--- src/rtl/flex_mon_pkg.sv ---
// rtl/flex_mon_pkg.sv - shared types and error-index constants for the flex-channel latency monitor
package flex_mon_pkg;

   localparam int TS_W_DEF = 16;
   typedef logic [TS_W_DEF-1:0] ts_t;

   // Position of each sticky error within a channel's error vector
   localparam int N_ERR    = 4;
   localparam int ERR_OVF  = 0;
   localparam int ERR_UNF  = 1;
   localparam int ERR_DROP = 2;
   localparam int ERR_TO   = 3;

   typedef logic [N_ERR-1:0] err_vec_t;

endpackage

--- src/rtl/flex_mon_ts_fifo.sv ---
// rtl/flex_mon_ts_fifo.sv - per-channel register FIFO of request timestamps
module flex_mon_ts_fifo
   import flex_mon_pkg::*;
#(
   parameter  int DEPTH = 4,
   parameter  int TS_W  = 16,
   localparam int CNT_W = $clog2(DEPTH + 1)
) (
   input  logic             i_clk,
   input  logic             i_rst,
   input  logic             i_push,
   input  logic             i_pop,
   input  logic [TS_W-1:0]  i_data,
   output logic [TS_W-1:0]  o_head,
   output logic [CNT_W-1:0] o_count,
   output logic             o_full,
   output logic             o_empty
);

   localparam int PTR_W = $clog2(DEPTH);

   logic [TS_W-1:0]  r_mem [DEPTH];
   logic [PTR_W-1:0] r_wr_ptr;
   logic [PTR_W-1:0] r_rd_ptr;
   logic [CNT_W-1:0] r_count;
   logic             w_push_en;
   logic             w_pop_en;

   assign o_full   = (r_count == CNT_W'(DEPTH));
   assign o_empty  = (r_count == '0);
   assign o_head   = r_mem[r_rd_ptr];
   assign o_count  = r_count;

   // A pop on an empty FIFO is ignored; a push while full only lands when a pop frees the head slot
   assign w_pop_en  = i_pop & ~o_empty;
   assign w_push_en = i_push & (~o_full | w_pop_en);

   // Pointer and occupancy tracking; DEPTH is a power of two so pointers wrap naturally
   always_ff @(posedge i_clk or negedge i_rst) begin
      if (!i_rst) begin
         r_wr_ptr <= '0;
         r_rd_ptr <= '0;
         r_count  <= '0;
      end else begin
         if (w_push_en) begin
            r_wr_ptr <= r_wr_ptr + PTR_W'(1);
         end
         if (w_pop_en) begin
            r_rd_ptr <= r_rd_ptr + PTR_W'(1);
         end
         case ({w_push_en, w_pop_en})
            2'b10:   r_count <= r_count + CNT_W'(1);
            2'b01:   r_count <= r_count - CNT_W'(1);
            default: r_count <= r_count;
         endcase
      end
   end

   // Timestamp storage, cleared on reset so an idle head never carries unknown values
   always_ff @(posedge i_clk or negedge i_rst) begin
      if (!i_rst) begin
         for (int i = 0; i < DEPTH; i++) begin
            r_mem[i] <= '0;
         end
      end else if (w_push_en) begin
         r_mem[r_wr_ptr] <= i_data;
      end
   end

endmodule

--- src/rtl/flex_latency_monitor.sv ---
// rtl/flex_latency_monitor.sv - multi-channel valid/ready protocol checker and worst-case latency recorder
module flex_latency_monitor
   import flex_mon_pkg::*;
#(
   parameter  int N_CH  = 4,
   parameter  int DEPTH = 4,
   parameter  int TS_W  = 16,
   localparam int CNT_W = $clog2(DEPTH + 1)
) (
   input  logic                  i_clk,
   input  logic                  i_rst,
   input  logic                  i_clear,
   input  logic [TS_W-1:0]       i_lat_limit,
   input  logic [N_CH-1:0]       i_req_valid,
   input  logic [N_CH-1:0]       i_req_ready,
   input  logic [N_CH-1:0]       i_rsp_valid,
   input  logic [N_CH-1:0]       i_rsp_ready,
   output logic [N_CH-1:0]       o_err_overflow,
   output logic [N_CH-1:0]       o_err_underflow,
   output logic [N_CH-1:0]       o_err_drop,
   output logic [N_CH-1:0]       o_err_timeout,
   output logic                  o_err_any,
   output logic [N_CH*CNT_W-1:0] o_outstanding,
   output logic [N_CH*TS_W-1:0]  o_max_lat
);

   logic [TS_W-1:0]  r_now;
   logic [N_CH-1:0]  w_push;
   logic [N_CH-1:0]  w_pop;
   logic [N_CH-1:0]  r_req_hold;
   logic [N_CH-1:0]  r_rsp_hold;

   logic [TS_W-1:0]  w_head     [N_CH];
   logic [CNT_W-1:0] w_count    [N_CH];
   logic             w_full     [N_CH];
   logic             w_empty    [N_CH];
   logic [TS_W-1:0]  w_age      [N_CH];
   err_vec_t         w_err_new  [N_CH];
   err_vec_t         w_err_nxt  [N_CH];
   err_vec_t         r_err      [N_CH];
   logic [TS_W-1:0]  w_lat_base [N_CH];
   logic [TS_W-1:0]  w_max_nxt  [N_CH];
   logic [TS_W-1:0]  r_max_lat  [N_CH];
   logic             w_err_any_nxt;
   logic             r_err_any;

   assign w_push = i_req_valid & i_req_ready;
   assign w_pop  = i_rsp_valid & i_rsp_ready;

   for (genvar g = 0; g < N_CH; g++) begin : g_ch
      flex_mon_ts_fifo #(
         .DEPTH (DEPTH),
         .TS_W  (TS_W)
      ) u_fifo (
         .i_clk   (i_clk),
         .i_rst   (i_rst),
         .i_push  (w_push[g]),
         .i_pop   (w_pop[g]),
         .i_data  (r_now),
         .o_head  (w_head[g]),
         .o_count (w_count[g]),
         .o_full  (w_full[g]),
         .o_empty (w_empty[g])
      );

      assign o_err_overflow[g]               = r_err[g][ERR_OVF];
      assign o_err_underflow[g]              = r_err[g][ERR_UNF];
      assign o_err_drop[g]                   = r_err[g][ERR_DROP];
      assign o_err_timeout[g]                = r_err[g][ERR_TO];
      assign o_outstanding[g*CNT_W +: CNT_W] = w_count[g];
      assign o_max_lat[g*TS_W +: TS_W]       = r_max_lat[g];
   end

   assign o_err_any = r_err_any;

   // Per-channel violation detection and next-state of sticky errors and worst latency
   always_comb begin
      w_err_any_nxt = 1'b0;
      for (int i = 0; i < N_CH; i++) begin
         // Modular subtraction keeps the age correct across timestamp wrap
         w_age[i] = r_now - w_head[i];

         w_err_new[i]           = '0;
         w_err_new[i][ERR_OVF]  = w_push[i] & w_full[i] & ~w_pop[i];
         w_err_new[i][ERR_UNF]  = w_pop[i] & w_empty[i];
         w_err_new[i][ERR_DROP] = (r_req_hold[i] & ~i_req_valid[i]) |
                                  (r_rsp_hold[i] & ~i_rsp_valid[i]);
         w_err_new[i][ERR_TO]   = ~w_empty[i] & (i_lat_limit != '0) &
                                  (w_age[i] > i_lat_limit);

         // Clear drops old state but an error seen in the same cycle still lands
         w_err_nxt[i] = (i_clear ? err_vec_t'(0) : r_err[i]) | w_err_new[i];

         w_lat_base[i] = i_clear ? '0 : r_max_lat[i];
         w_max_nxt[i]  = w_lat_base[i];
         if (w_pop[i] & ~w_empty[i] & (w_age[i] > w_lat_base[i])) begin
            w_max_nxt[i] = w_age[i];
         end

         w_err_any_nxt = w_err_any_nxt | (|w_err_nxt[i]);
      end
   end

   // Timestamp counter, valid-without-ready history and registered status
   always_ff @(posedge i_clk or negedge i_rst) begin
      if (!i_rst) begin
         r_now      <= '0;
         r_req_hold <= '0;
         r_rsp_hold <= '0;
         r_err_any  <= 1'b0;
         for (int i = 0; i < N_CH; i++) begin
            r_err[i]     <= '0;
            r_max_lat[i] <= '0;
         end
      end else begin
         r_now      <= r_now + TS_W'(1);
         r_req_hold <= i_req_valid & ~i_req_ready;
         r_rsp_hold <= i_rsp_valid & ~i_rsp_ready;
         r_err_any  <= w_err_any_nxt;
         for (int i = 0; i < N_CH; i++) begin
            r_err[i]     <= w_err_nxt[i];
            r_max_lat[i] <= w_max_nxt[i];
         end
      end
   end

endmodule
--- config.mk ---
export PLATFORM = sky130hd
export DESIGN_NAME = flex_latency_monitor
export DESIGN_NICKNAME = d
export VERILOG_FILES = /design/src/rtl/flex_mon_pkg.sv /design/src/rtl/flex_mon_ts_fifo.sv /design/src/rtl/flex_latency_monitor.sv
export SDC_FILE = /design/constraint.sdc
export NUM_CORES = 1
export LEC_CHECK = 0
export BUFFER_PORTS_ARGS = -buffer_cell sky130_fd_sc_hd__buf_4
export CORE_MARGIN = 4
export CORE_UTILIZATION = 56
export CTS_CLUSTER_DIAMETER = 200
export DETAILED_ROUTE_END_ITERATION = 7
export PLACE_DENSITY = 0.81
export SYNTH_ARGS = -nofsm -noshare
export SYNTH_HDL_FRONTEND = slang
export SYNTH_SLANG_ARGS = --single-unit
--- constraint.sdc ---
create_clock -name i_clk -period 7.09 [get_ports i_clk]
set_input_delay 1.0635 -clock i_clk [delete_from_list [all_inputs] [get_ports i_clk]]
set_output_delay 1.0635 -clock i_clk [all_outputs]
set_load 0.05 [all_outputs]
## Word-level counts from Yosys, hierarchy flattened

Cells that the tools add are included.

| cells by class | value |
|---|---|
| add/subtract/negate cells | 21 |
| $lt $le $gt $ge | 20 |
| eq/ne operators | 12 |
| muxes and demuxes | 40 |
| bitwise gates (word level) | 89 |
| reduce and logical (&&, ||, !) cells | 17 |

Operators by type and width:

| kind | count |
|---|---|
| 16-bit two-way mux | 20 |
| 64-bit bitwise mux | 4 |
| 16-bit binary-select mux with 2-bit select | 4 |
| 16-bit demux with 2-bit select | 4 |
| 16-bit > comparator | 8 |
| 16-bit subtractor | 4 |
| 1-bit bitwise AND | 40 |
| 3-bit >= comparator (second input constant) | 8 |
| 2-bit NOT with 3-bit output | 8 |
| 3-bit one-hot mux with 2 select lines | 4 |
| 1-bit NOT | 20 |
| 16-bit by 1-bit adder with 16-bit output (second input constant) | 1 |
| 2-bit by 1-bit adder with 2-bit output (second input constant) | 8 |
| 4-bit bitwise AND | 4 |
| 4-bit two-way mux | 4 |
| 4-bit bitwise OR | 4 |
| 16-bit nonzero test | 1 |
| 4-bit OR reduction | 4 |
| 3-bit by 1-bit adder with 3-bit output (second input constant) | 4 |
| 3-bit equality test (second input constant) | 4 |
| 3-bit logical NOT | 4 |
| 3-bit by 1-bit < comparator with 1-bit output (second input constant) | 4 |
| 3-bit by 1-bit subtractor with 3-bit output (second input constant) | 4 |
| 1-bit bitwise OR | 11 |
| other kinds (5) | 18 |

| word-level totals | value |
|---|---|
| register bits | 389 |
| input bits | 35 |
| output and inout bits | 93 |
| logic and storage cells | 239 |

## Logic depth before layout (Yosys ltp)

| logic depth | value |
|---|---|
| word-level depth | 12 |
| depth in mapped cells | 21 |

## Modules after synthesis

Synthesis repeated with hierarchy kept, for this count alone.

| second synthesis, totals | value |
|---|---|
| cells, all modules | 1951 |
| area, all modules | 23274.8 um^2 |

By module, submodules not included:

| module | instances | cells an instance | area an instance (um^2) | sequential area each (um^2) |
|---|---|---|---|---|
| flex_latency_monitor | 1 | 1137 | 10268.6 | 2627.5 |
| flex_mon_ts_fifo (g_ch[0].u_fifo ...) | 3 | 207 | 3270.6 | 1776.7 |
| flex_mon_ts_fifo (g_ch[3].u_fifo) | 1 | 193 | 3194.3 | 1776.7 |

## Worst setup path after synthesis

No wires, ideal clock.

| timing path | value |
|---|---|
| path type | register to register |
| from | register g_ch[3].u_fifo.r_rd_ptr[0] |
| to | register r_max_lat (netlist bit o_max_lat[56]) |
| library setup time | 0.125 ns |
| arrival | 5.006 ns |
| required time | 6.965 ns |
| slack | 1.960 ns |
| cell stages (with the launch flop) | 21 |
| path buffers | 3 |
| cell sequence | dfrtp_1 > buf_2 > buf_1 > mux4_2 > ha_1 > fa_1 > nor2b_1 > o31a_1 > o2111ai_1 > a21boi_0 > nor2_1 > xnor2_1 > ha_1 > a21oi_1 > nand2_1 > a21oi_1 > o21ai_0 > a221o_1 > nand3_1 > buf_4 > mux2_2 |

RTL lines:

| element | RTL line | source |
|---|---|---|
| start: declaration | flex_mon_ts_fifo.sv:24 | `logic [PTR_W-1:0] r_rd_ptr;` |
| start signal: assignment | flex_mon_ts_fifo.sv:49 | `r_rd_ptr <= r_rd_ptr + PTR_W'(1);` |
| end signal: indexed assignment | flex_latency_monitor.sv:122 | `r_max_lat[i] <= w_max_nxt[i];` |
| end: declaration | flex_latency_monitor.sv:43 | `logic [TS_W-1:0] r_max_lat [N_CH];` |

==> results.yml <==
floorplan:
  fp.coreArea_sq_um: 40700
  dieWidth_um: 211
  initial_utilization_pct: 56.5
  die_area_sq_um: 44400
  row_count: 74
  pin_count: 128
  die_h_um: 211
timing:
  skew_ps: 15.0
  max-slew-margin-rel_pct: 24.3
  timing.final.crit_share_pct: 79.6
  hold_viol: 0
  slew_viol_final: 0
  final.setup.tns_ps: 0
  rsz0062_at_grt: "false"
  fin_ws_ps: 1450
  holdWs_ps: 503
  tightest_slew_ps: 1140
  setup_violations: 0
  timing.fmax_mhz: 177
  period_minus_slack_ps: 5640
synthesis:
  synthArstFlopShare_pct: 100
  ys_types: 77
  synth_seq_cells: 389
  yosys_warnings: 0
  yosysTopAreaCellShare_pct: 42.3
  syn_inst: 1987
  synth_ff_type: "dfrtp_1"
  synth_top_cell_by_area: "dfrtp_1"
  synth_area_per_cell_sq_um: 11.6
  seq_area_frac_synth_pct: 42.3
  synth_edf_count: 0
  syn-num-nets: 2240
  yosys-top-cells-area: "dfrtp_1 (42%), mux2_2 (14%), ha_1 (11%)"
  syn_area_sq_um: 23000
clocking:
  cts_resized: 0
  cts_buffers: 41
  path_clk_slew_ps: 60
  cts_num_sinks: 389
  cts_buffer_depth: 3
  cts-root-buf: "clkbuf_16"
  clock_latency_ps: 550
  post_cts_buffers: 0
  h-tree-depth: 2
  hold_buffers: 0
  cts_tree: "built"
place:
  place_hpwl_um: 42400
  pre_cts_slack_ps: 1630
  gp_congestion: 0.923
  port-buffer-count: 127
layout:
  final_nets: 2339
  insertedDiodeCount: 0
  synthToLayoutAreaGrowth_pct: 12.0
  layout-drive-gt1-share_pct: 27.8
  fin_util_pct: 63.3
power_and_ir_drop:
  powerDensity_nw_per_um2: 508
  vdd_drop_max_uv: 237
  leakage_nw: 12.2
  total_power_mw: 13.1
global_route:
  grt_overflow_total: 0
  antenna_found_initial: 1
  grt_max_degree: 135
  grt_pass1_vias: 16931
  grt_pass1_wl_um: 94400
  gr-usage-all-layers_pct: 26.7
worst_setup_path:
  critPathMaxFanout: 17
  endpoint: "o_max_lat[55]"
  crit_start: "g_ch[3].u_fifo.r_rd_ptr[1]"
  r2r_slack_ps: 1450
  critPathKind: "flip-flop to flip-flop"
  r2r_start: "g_ch[3].u_fifo.r_rd_ptr[1]"
  required_ps: 7520
  start_kind: "flip-flop"
  reg2regPathDepth: 17
  worstPathArrival_ps: 6070
  end_kind: "flip-flop"
  r2r_end: "o_max_lat[55]"
routing:
  first_pass_iters: 5
  wl_per_cell_um: 22.6
  ant_nets: 0
  finalWirelength_um: 59800
  drt-vias-per-instance: 6.15
  vias: 16287
  drt-initial-drc-count: 1347
  drcViolationCount: 0
min_path:
  min_path_type: "flip-flop to flip-flop"
run_status:
  outcome: "finished clean"
run:
  maxCapViolations: 0
-- sequential cells by signal, summed over array words and instances (netlist names) --
name and cells:
g_ch.u_fifo.r_mem 256, o_max_lat 64, r_now 16, g_ch.u_fifo.o_count 12
g_ch.u_fifo.r_rd_ptr 8, g_ch.u_fifo.r_wr_ptr 8, o_err_drop 4, o_err_overflow 4
o_err_timeout 4, o_err_underflow 4, r_req_hold 4, r_rsp_hold 4
o_err_any 1
-- cell usage after synthesis (all sizes together), types with 4 or more instances --
cell,instances
xor2,24
nand4,25
a21oi,61
nand2,84
nor4,8
nor3,25
mux4,64
o211ai,10
dfrtp,389
mux2,297
a211oi,11
and2,20
a31oi,15
or2,11
fa,8
a211o,5
a21o,33
ha,210
o21ai,72
and4,4
nand2b,12
xnor2,60
nand3,31
nor2b,70
o31a,5
mux2i,8
inv,161
buf,32
o2bb2ai,4
nor2,75
o22ai,4
clkbuf,61
or3,7
a221o,5
and3,8
o21a,20
-- how the worst min path moves through the flow --
stage / endpoint / slack (ps) / cells after the start / from
finish: g_ch[2].u_fifo.r_mem[8] / 500 / 1 / g_ch[2].u_fifo.r_mem[8]
global route: g_ch[1].u_fifo.r_mem[16] / 510 / 1 / g_ch[1].u_fifo.r_mem[16]
CTS: g_ch[1].u_fifo.r_mem[10] / 510 / 1 / g_ch[1].u_fifo.r_mem[10]
detailed placement: g_ch[2].u_fifo.r_mem[37] / 490 / 1 / g_ch[2].u_fifo.r_mem[37]
global placement: g_ch[2].u_fifo.r_mem[19] / 480 / 1 / g_ch[2].u_fifo.r_mem[19]
floorplan: g_ch[2].u_fifo.r_mem[37] / 470 / 1 / g_ch[2].u_fifo.r_mem[37]
-- layout make-up --
| type | count | area [sq um] |
|---|---|---|
| inverters | 161 | 604 |
| flip-flops and latches | 389 | 9730 |
| clock inverters | 14 | 159 |
| multi-input cells | 1344 | 12300 |
| well taps | 532 | 666 |
| fillers | 2967 | 15000 |
| clock buffers | 58 | 1170 |
| repair buffers | 149 | 1140 |
-- critical path, stage by stage (launching register included) --
cell,delay [ps]
dfrtp_1,860
mux4_2,430
ha_1,240
fa_1,420
nor2b_1,180
o31a_1,230
o2111ai_1,180
a21boi_0,400
nor2_1,110
xnor2_1,290
ha_1,320
a21oi_1,160
nand2_1,70
a21oi_1,150
o21ai_0,100
a221o_1,300
nand3_1,650
mux2_2,420
-- per-layer routing --
metal,global-route usage (%),up-vias,wire [um]
met4,8.61,0,1970
met5,0,-,0
li1,-,7284,-
met3,4.49,129,4310
met2,43.1,621,28100
met1,37.3,8253,25400
-- metrics by stage --
step	std cells	instance area (sq um)
2_1_floorplan	1987	23000
3_5_place_dp	2575	24400
4_1_cts	2647	25800
3_3_place_gp	2575	24400
6_report	2647	25800
5_1_grt	2647	25800
-- power by group --
| group | total (mW) | internal (mW) | switching (mW) |
|---|---|---|---|
| Sequential | 3.22 | 2.74 | 0.482 |
| Clock | 2.16 | 1.26 | 0.899 |
| Combinational | 7.71 | 3.30 | 4.40 |
-- layout by cell type, fill, tap and decap left out, types with 6 or more instances in the layout --
cell type and instances:
dfrtp_1 389, mux2_2 296, ha_1 210, inv_1 161, buf_4 147, nand2_1 84, nor2_1 75, o21ai_0 72
nor2b_1 70, a21oi_1 61, mux4_2 59, xnor2_1 59, clkbuf_16 41, a21o_1 33, nand3_1 31, nor3_1 25
nand4_1 25, xor2_1 24, o21a_1 20, and2_1 20, a31oi_1 13, nand2b_1 12, a211oi_1 11, o211ai_1 10
or2_2 10, clkbuf_1 9, and3_1 8, nor4_1 8, mux2i_1 8, fa_1 8, clkbuf_8 8, clkinv_2 7
or3_1 6
-- cell families after synthesis --
logic type      share of synthesized area, %
xor+xnor                                3.23
simple gates                            8.81
flops                                   42.3
compound gates                          8.04
buf+inv                                 4.29
fa+ha+maj                               12.1
mux                                     21.2
(Power assumes the default switching activity.)
